[src/rtl/i2c_codec_target_if.sv]
// ----------------------------------------------------------------------------
// i2c_codec_target_if
// Bundles the I2C pins and the register-write side of the codec control-port
// model so the target and its surroundings share one connection.
//
// Signals:
//   i2c_scl      bus clock from the master (asynchronous to i2c_clk)
//   i2c_sda_in   SDA as seen on the pin (asynchronous to i2c_clk)
//   i2c_sda_oe   1 = target pulls SDA low, 0 = released
//   wr_valid     one-cycle strobe for an accepted register write
//   wr_addr      7-bit codec register address, held until the next write
//   wr_data      9-bit codec register data, held until the next write
//   busy         1 from START until the target is back in IDLE
//   frame_error  one-cycle pulse when a frame is cut short by STOP/START
//   state_dbg    current FSM state encoding, for monitors and checkers
//
// Handshake: wr_valid is a pure strobe with no ready/backpressure. wr_addr
// and wr_data are valid in the cycle wr_valid is high and stay unchanged
// afterwards, so a consumer must take the write in that cycle.
//
// Modports:
//   slave  - the target (this block drives SDA-enable and the write port)
//   master - the surroundings (drive the pins, observe the write port)
// ----------------------------------------------------------------------------
interface i2c_codec_target_if;
    logic       i2c_scl;
    logic       i2c_sda_in;
    logic       i2c_sda_oe;
    logic       wr_valid;
    logic [6:0] wr_addr;
    logic [8:0] wr_data;
    logic       busy;
    logic       frame_error;
    logic [2:0] state_dbg;

    modport slave (
        input  i2c_scl,
        input  i2c_sda_in,
        output i2c_sda_oe,
        output wr_valid,
        output wr_addr,
        output wr_data,
        output busy,
        output frame_error,
        output state_dbg
    );

    modport master (
        output i2c_scl,
        output i2c_sda_in,
        input  i2c_sda_oe,
        input  wr_valid,
        input  wr_addr,
        input  wr_data,
        input  busy,
        input  frame_error,
        input  state_dbg
    );
endinterface

[src/rtl/i2c_codec_target.sv]
// ----------------------------------------------------------------------------
// i2c_codec_target
// I2C target modelling the audio codec control port. Decodes 3-byte write
// frames (device address + W, then 7-bit register address + 9-bit data),
// ACKs the three bytes by pulling SDA low and emits a one-cycle register
// write strobe per accepted frame. Bytes past the third are NACKed.
//
// Ports:
//   i2c_clk  system clock, at least 16x SCL
//   reset    synchronous, active-high
//   bus      i2c_codec_target_if.slave (pins, write port, busy, errors,
//            state_dbg)
// ----------------------------------------------------------------------------
module i2c_codec_target #(
    parameter logic [6:0] DEV_ADDR = 7'h1A
) (
    input  logic                  i2c_clk,
    input  logic                  reset,
    i2c_codec_target_if.slave     bus
);

    typedef enum logic [2:0] {
        IDLE   = 3'd0,
        ADDR   = 3'd1,
        ACK_A  = 3'd2,
        BYTE1  = 3'd3,
        ACK_1  = 3'd4,
        BYTE2  = 3'd5,
        ACK_2  = 3'd6,
        IGNORE = 3'd7
    } state_t;

    // Synchronizers: meta flop, synced (_s) and delayed (_d) copies.
    logic scl_m_q, scl_s_q, scl_d_q;
    logic sda_m_q, sda_s_q, sda_d_q;

    state_t     state_q, state_d;
    logic [2:0] cnt_q, cnt_d;
    logic [6:0] shift_q, shift_d;
    logic [7:0] byte1_q, byte1_d;

    logic       sda_oe_q, sda_oe_d;
    logic       wr_valid_q, wr_valid_d;
    logic [6:0] wr_addr_q, wr_addr_d;
    logic [8:0] wr_data_q, wr_data_d;
    logic       frame_error_q, frame_error_d;

    logic       rise, fall, start_ev, stop_ev;
    logic [7:0] rx_byte;
    logic       last_bit;
    logic       truncated;

    assign rise     = scl_s_q & ~scl_d_q;
    assign fall     = ~scl_s_q & scl_d_q;
    assign start_ev = scl_s_q & scl_d_q & sda_d_q & ~sda_s_q;
    assign stop_ev  = scl_s_q & scl_d_q & ~sda_d_q & sda_s_q;

    // Byte as it will stand once the bit arriving on this rise is shifted in.
    assign rx_byte  = {shift_q, sda_s_q};
    assign last_bit = rise && (cnt_q == 3'd7);

    // A frame is cut short if it stops anywhere before the last data byte
    // has been fully received. ADDR with no bits yet is a clean restart.
    assign truncated = ((state_q == ADDR) && (cnt_q != 3'd0)) ||
                       (state_q == ACK_A) || (state_q == BYTE1) ||
                       (state_q == ACK_1) || (state_q == BYTE2);

    // State and datapath registers.
    always_ff @(posedge i2c_clk) begin
        if (reset) begin
            scl_m_q       <= 1'b1;
            scl_s_q       <= 1'b1;
            scl_d_q       <= 1'b1;
            sda_m_q       <= 1'b1;
            sda_s_q       <= 1'b1;
            sda_d_q       <= 1'b1;
            state_q       <= IDLE;
            cnt_q         <= 3'd0;
            shift_q       <= 7'd0;
            byte1_q       <= 8'd0;
            sda_oe_q      <= 1'b0;
            wr_valid_q    <= 1'b0;
            wr_addr_q     <= 7'd0;
            wr_data_q     <= 9'd0;
            frame_error_q <= 1'b0;
        end else begin
            scl_m_q       <= bus.i2c_scl;
            scl_s_q       <= scl_m_q;
            scl_d_q       <= scl_s_q;
            sda_m_q       <= bus.i2c_sda_in;
            sda_s_q       <= sda_m_q;
            sda_d_q       <= sda_s_q;
            state_q       <= state_d;
            cnt_q         <= cnt_d;
            shift_q       <= shift_d;
            byte1_q       <= byte1_d;
            sda_oe_q      <= sda_oe_d;
            wr_valid_q    <= wr_valid_d;
            wr_addr_q     <= wr_addr_d;
            wr_data_q     <= wr_data_d;
            frame_error_q <= frame_error_d;
        end
    end

    // Next-state logic.
    always_comb begin
        state_d = state_q;
        cnt_d   = cnt_q;
        shift_d = shift_q;
        byte1_d = byte1_q;
        if (stop_ev) begin
            state_d = IDLE;
            cnt_d   = 3'd0;
        end else if (start_ev) begin
            state_d = ADDR;
            cnt_d   = 3'd0;
        end else begin
            case (state_q)
                ADDR, BYTE1, BYTE2: begin
                    if (rise) begin
                        shift_d = rx_byte[6:0];
                        cnt_d   = cnt_q + 3'd1;   // wraps to 0 for the next byte
                    end
                    if (last_bit) begin
                        if (state_q == ADDR) begin
                            state_d = (rx_byte == {DEV_ADDR, 1'b0}) ? ACK_A : IGNORE;
                        end else if (state_q == BYTE1) begin
                            byte1_d = rx_byte;
                            state_d = ACK_1;
                        end else begin
                            state_d = ACK_2;
                        end
                    end
                end
                // sda_oe_q doubles as the ACK phase: a fall while it is
                // already driven is the end of the ACK slot.
                ACK_A:   if (fall && sda_oe_q) state_d = BYTE1;
                ACK_1:   if (fall && sda_oe_q) state_d = BYTE2;
                ACK_2:   if (fall && sda_oe_q) state_d = IGNORE;
                default: state_d = state_q;
            endcase
        end
    end

    // Output logic (registered through the _d/_q pairs above).
    always_comb begin
        sda_oe_d      = sda_oe_q;
        wr_valid_d    = 1'b0;
        wr_addr_d     = wr_addr_q;
        wr_data_d     = wr_data_q;
        frame_error_d = 1'b0;
        if (stop_ev || start_ev) begin
            sda_oe_d      = 1'b0;
            frame_error_d = truncated;
        end else begin
            case (state_q)
                ACK_A, ACK_1, ACK_2: begin
                    // First fall grabs SDA, second fall releases it.
                    if (fall) sda_oe_d = ~sda_oe_q;
                end
                BYTE2: begin
                    sda_oe_d = 1'b0;
                    if (last_bit) begin
                        wr_valid_d = 1'b1;
                        wr_addr_d  = byte1_q[7:1];
                        wr_data_d  = {byte1_q[0], rx_byte};
                    end
                end
                default: sda_oe_d = 1'b0;
            endcase
        end
    end

    assign bus.i2c_sda_oe  = sda_oe_q;
    assign bus.wr_valid    = wr_valid_q;
    assign bus.wr_addr     = wr_addr_q;
    assign bus.wr_data     = wr_data_q;
    assign bus.frame_error = frame_error_q;
    assign bus.busy        = (state_q != IDLE);
    assign bus.state_dbg   = state_q;

endmodule
[src/flat_wrapper.sv]
// flat-port wrapper written by rule: the top's interface ports become plain ports
module i2c_codec_target_flat 
#(
    parameter logic [6:0] DEV_ADDR = 7'h1A
)
  (i2c_clk, reset, bus_i2c_scl, bus_i2c_sda_in, bus_i2c_sda_oe, bus_wr_valid, bus_wr_addr, bus_wr_data, bus_busy, bus_frame_error, bus_state_dbg);
  i2c_codec_target_if bus_i ();
  input  logic i2c_clk;
  input  logic reset;
  input wire logic [$bits(bus_i.i2c_scl)-1:0] bus_i2c_scl;
  input wire logic [$bits(bus_i.i2c_sda_in)-1:0] bus_i2c_sda_in;
  output wire logic [$bits(bus_i.i2c_sda_oe)-1:0] bus_i2c_sda_oe;
  output wire logic [$bits(bus_i.wr_valid)-1:0] bus_wr_valid;
  output wire logic [$bits(bus_i.wr_addr)-1:0] bus_wr_addr;
  output wire logic [$bits(bus_i.wr_data)-1:0] bus_wr_data;
  output wire logic [$bits(bus_i.busy)-1:0] bus_busy;
  output wire logic [$bits(bus_i.frame_error)-1:0] bus_frame_error;
  output wire logic [$bits(bus_i.state_dbg)-1:0] bus_state_dbg;
  assign bus_i.i2c_scl = bus_i2c_scl;
  assign bus_i.i2c_sda_in = bus_i2c_sda_in;
  assign bus_i2c_sda_oe = bus_i.i2c_sda_oe;
  assign bus_wr_valid = bus_i.wr_valid;
  assign bus_wr_addr = bus_i.wr_addr;
  assign bus_wr_data = bus_i.wr_data;
  assign bus_busy = bus_i.busy;
  assign bus_frame_error = bus_i.frame_error;
  assign bus_state_dbg = bus_i.state_dbg;
  i2c_codec_target #(.DEV_ADDR(DEV_ADDR)) u_core (.i2c_clk(i2c_clk), .reset(reset), .bus(bus_i));
endmodule
[config.mk]
export PLATFORM = sky130hd
export DESIGN_NAME = i2c_codec_target_flat
export DESIGN_NICKNAME = d
export VERILOG_FILES = /design/src/rtl/i2c_codec_target_if.sv /design/src/rtl/i2c_codec_target.sv /design/src/flat_wrapper.sv
export SDC_FILE = /design/constraint.sdc
export NUM_CORES = 1
export LEC_CHECK = 0
export BUFFER_PORTS_ARGS = -buffer_cell sky130_fd_sc_hd__buf_2
export CAP_MARGIN = 5
export CORE_MARGIN = 3
export CORE_UTILIZATION = 45
export CTS_CLUSTER_DIAMETER = 60
export DETAILED_ROUTE_END_ITERATION = 7
export GPL_TIMING_DRIVEN = 0
export PLACE_DENSITY = 0.68
export SYNTH_ARGS = -nofsm -noshare
export SYNTH_HDL_FRONTEND = slang
export SYNTH_SLANG_ARGS = --single-unit
[constraint.sdc]
create_clock -name i2c_clk -period 1.55 [get_ports i2c_clk]
set_clock_uncertainty 0.05 [all_clocks]
set_input_delay 0.31 -clock i2c_clk [delete_from_list [all_inputs] [get_ports i2c_clk]]
set_output_delay 0.31 -clock i2c_clk [all_outputs]
set_load 0.05 [all_outputs]
==> flow_metrics.env <==
export IMPL_status="complete, but fails checks"
export IMPL_violations="setup timing"
export IMPL_routed_via_density=4.979
export IMPL_seq_area_um2=929.6
export IMPL_placed_cell_area_mm2=0.002098
export IMPL_syn_nets=202
export IMPL_drtIter0Drc=70
export IMPL_rows=22
export IMPL_antenna_left=0
export IMPL_synth_xor_xnor_area_share=0.01404
export IMPL_worst_path_buf_inv=3
export IMPL_path_cells="ha_4, ha_4, nand4b_4, buf_4, nor3_4, buf_12, buf_6, nand2_1, a21oi_2"
export IMPL_synth_compound_area_share=0.09158
export IMPL_avgSynthCellArea_um2=9.599
export IMPL_required_ns=1.74
export IMPL_grt_pass1_vias=1350
export IMPL_cts_htree_levels=2
export IMPL_synth_area_mm2=0.001872
export IMPL_cp_max_fo=7
export IMPL_track_usage=0.1604
export IMPL_cts_buffer_depth=2
export IMPL_drv_slew=0
export IMPL_synth_ff_type="dfxtp_1"
export IMPL_holdBufCountCts=0
export IMPL_path_clk_slew_ns=0.09
export IMPL_core_mm2=0.003826
export IMPL_yosys_warnings=0
export IMPL_fp_dieW_um=70.50
export IMPL_gr_total_overflow=0
export IMPL_hold_viol_final=0
export IMPL_synthAdderAreaFrac=0.02005
export IMPL_diodes=0
export IMPL_ir_drop_v=0.0006531
export IMPL_drt_wl_total_um=3811
export IMPL_finalPower_mw=2.113
export IMPL_path_common_cell="ha_4"
export IMPL_area_delta_synth_final_pct=24.73
export IMPL_fin_ws_ns=-0.1268
export IMPL_holdWs_ns=0.1318
export IMPL_yosys_area_share_simple=0.2413
export IMPL_rsz0062_at_grt="yes"
export IMPL_io_pins=27
export IMPL_yosysSeqAreaShare=0.4920
export IMPL_dpl_hpwl_um=2508
export IMPL_path_delay_family="buffers and inverters"
export IMPL_power_leakage_nw=0.9648
export IMPL_synth_top_family_by_area="simple AND/OR/NAND/NOR gates"
export IMPL_max_cap_violations=0
export IMPL_synth_cell_types=41
export IMPL_die_h_um=70.50
export IMPL_cts_tree="yes"
export IMPL_yosys_area_top_type="dfxtp_1"
export IMPL_die_area_mm2=0.004970
export IMPL_final_cell_area_mm2=0.002335
export IMPL_grt_first_pass_wirelength_um=6313
export IMPL_startpoint_type="flop"
export IMPL_drt_pass1_iterations=4
export IMPL_drc_errors=0
export IMPL_cp_slowest_cell="dfxtp_2"
export IMPL_n_fill_cell=341
export IMPL_cpPeakStageDelay_ns=0.36
export IMPL_cts_root_buf="clkbuf_8"
export IMPL_async_flop_share=0
export IMPL_worst_ep_arrival_time_ns=1.87
export IMPL_io_buffers=26
export IMPL_nets=244
export IMPL_start_util=0.4892
export IMPL_endpoint_kind="flop"
export IMPL_criticalPathCategory="flop to flop"
export IMPL_vias=1424
export IMPL_wl_per_cell_um=13.33
export IMPL_multi_input_comb_area_um2=909.6
export IMPL_fmax_mhz=596.4
export IMPL_grt_max_degree=15
export IMPL_synth_edf_count=0
export IMPL_worstHoldPathType="primary input to flop"
export IMPL_clk_insertion_delay_late_ns=0.31
export IMPL_grt_antenna_before_repair=0
export IMPL_tightest_slew_ns=0.6014
export IMPL_cts_buffers_inserted=5
export IMPL_synth_top_area_share=0.4920
export IMPL_drive_gt1_frac=0.3866
export IMPL_powerDensity_mw_per_mm2=905.1
export IMPL_slew_headroom=0.5991
export IMPL_synthTopCellsByArea="dfxtp_1 (49%), mux2i_1 (9.1%), nand2_1 (5.6%)"
export IMPL_ys_ff_latch=46
export IMPL_setup_viol=23
export IMPL_synth_area_mux_share=0.09091
export IMPL_gp_congestion=0.7723
export IMPL_synth_cells=195
export IMPL_period_share=1.082
export IMPL_period_needed_ns=1.677
export IMPL_numClockSinks=46
-- cell type report --
class	count	area share
Clock buffer	7	0.03698
Sequential cell	46	0.3982
Multi-Input combinational cell	132	0.3896
Buffer	10	0.03483
Tap cell	48	0.02572
Clock inverter	1	0.003751
Timing Repair Buffer	38	0.1045
Inverter	4	0.006431
-- metal layers --
metal  GRT usage  wire length (µm)  vias up
met3     0.03453               159        6
met1      0.2046              1752      665
met2      0.2588              1850       26
met5           0                 0        -
li1            -                 -      727
met4     0.07021                49        0
-- report_power, final --
part           switching (mW)  internal, mW
combinational          0.0752        0.0584
clock                   0.413         0.369
sequential            0.00814          1.19
total                   0.497          1.62
-- synth_stat cells (all sizes together), types with 2 or more instances --
| cell | n |
|---|---|
| a21oi | 17 |
| buf | 7 |
| clkbuf | 6 |
| dfxtp | 46 |
| ha | 3 |
| inv | 4 |
| mux2i | 17 |
| nand2 | 37 |
| nand2b | 2 |
| nand4b | 3 |
| nor2 | 22 |
| nor2b | 2 |
| nor3 | 2 |
| o21ai | 3 |
| or2 | 6 |
| or3 | 2 |
| xnor2 | 2 |
-- final timing paths --
kind                   start  depth (start not counted)  slack (ns)                     to
min reg2reg   u_core.scl_m_q                          1        0.37         u_core.scl_s_q
max          u_core.cnt_q[1]                          9       -0.13  u_core.bus.wr_data[4]
min           bus_i2c_sda_in                          2        0.13         u_core.sda_m_q
max reg2reg  u_core.cnt_q[1]                          9       -0.13  u_core.bus.wr_data[4]
-- logic make-up after synthesis --
| kind of cell | Yosys count |
|---|---|
| AOI/OAI and AO/OA | 25 |
| buffers and inverters | 17 |
| adders and majority gates | 3 |
| xor gates and xnor gates | 3 |
| and+or+nand+nor | 84 |
| DFF | 46 |
| muxes | 17 |
-- worst reg2reg max path, stage by stage (launching register included) --
cell	delay, ns
dfxtp_2	0.36
ha_4	0.14
ha_4	0.15
nand4b_4	0.14
buf_4	0.17
nor3_4	0.15
buf_12	0.15
buf_6	0.11
nand2_1	0.06
a21oi_2	0.14
-- repair_timing --
action / in CTS / in global routing
cloned: 0 / 2
setup buffers: 4 / 6
endpoints found under the hold margin: 0 / 0
pin swaps: 5 / 2
setup endpoints to repair: 27 / 29
resized for setup: 11 / 8
-- placed cells by master (no fill, tap or decap), drive strengths merged, types with 2 or more instances in the layout --
| master | netlist | routed |
|---|---|---|
| dfxtp | 46 | 46 |
| buf | 7 | 44 |
| nand2 | 37 | 37 |
| nor2 | 22 | 22 |
| mux2i | 17 | 17 |
| a21oi | 17 | 17 |
| clkbuf | 6 | 11 |
| or2 | 6 | 6 |
| inv | 4 | 5 |
| o21ai | 3 | 3 |
| nand4b | 3 | 3 |
| ha | 3 | 3 |
| or3 | 2 | 2 |
| nand2b | 2 | 2 |
| nor2b | 2 | 2 |
| xnor2 | 2 | 2 |
| nor3 | 2 | 2 |
-- sequential cells by signal, indices dropped and copies added, names as in the netlist, 3 cells and up --
register and cells:
u_core.bus.wr_addr 7, u_core.bus.state_dbg 3, u_core.byte1_q 8, u_core.bus.wr_data 9, u_core.cnt_q 3, u_core.shift_q 7
-- through the flow --
step                TNS (ns)  instances  setup WS, ns    util
finish                -2.012        286       -0.1268  0.6102
detailed placement    -3.735        269       -0.2325  0.5484
global route          -4.859        286       -0.2405  0.6102
CTS                   -2.266        279       -0.1396  0.5880
global placement      -3.445        269       -0.2288  0.5484
floorplan             -1.046        195       -0.1213       -
(Power assumes the default switching activity.)
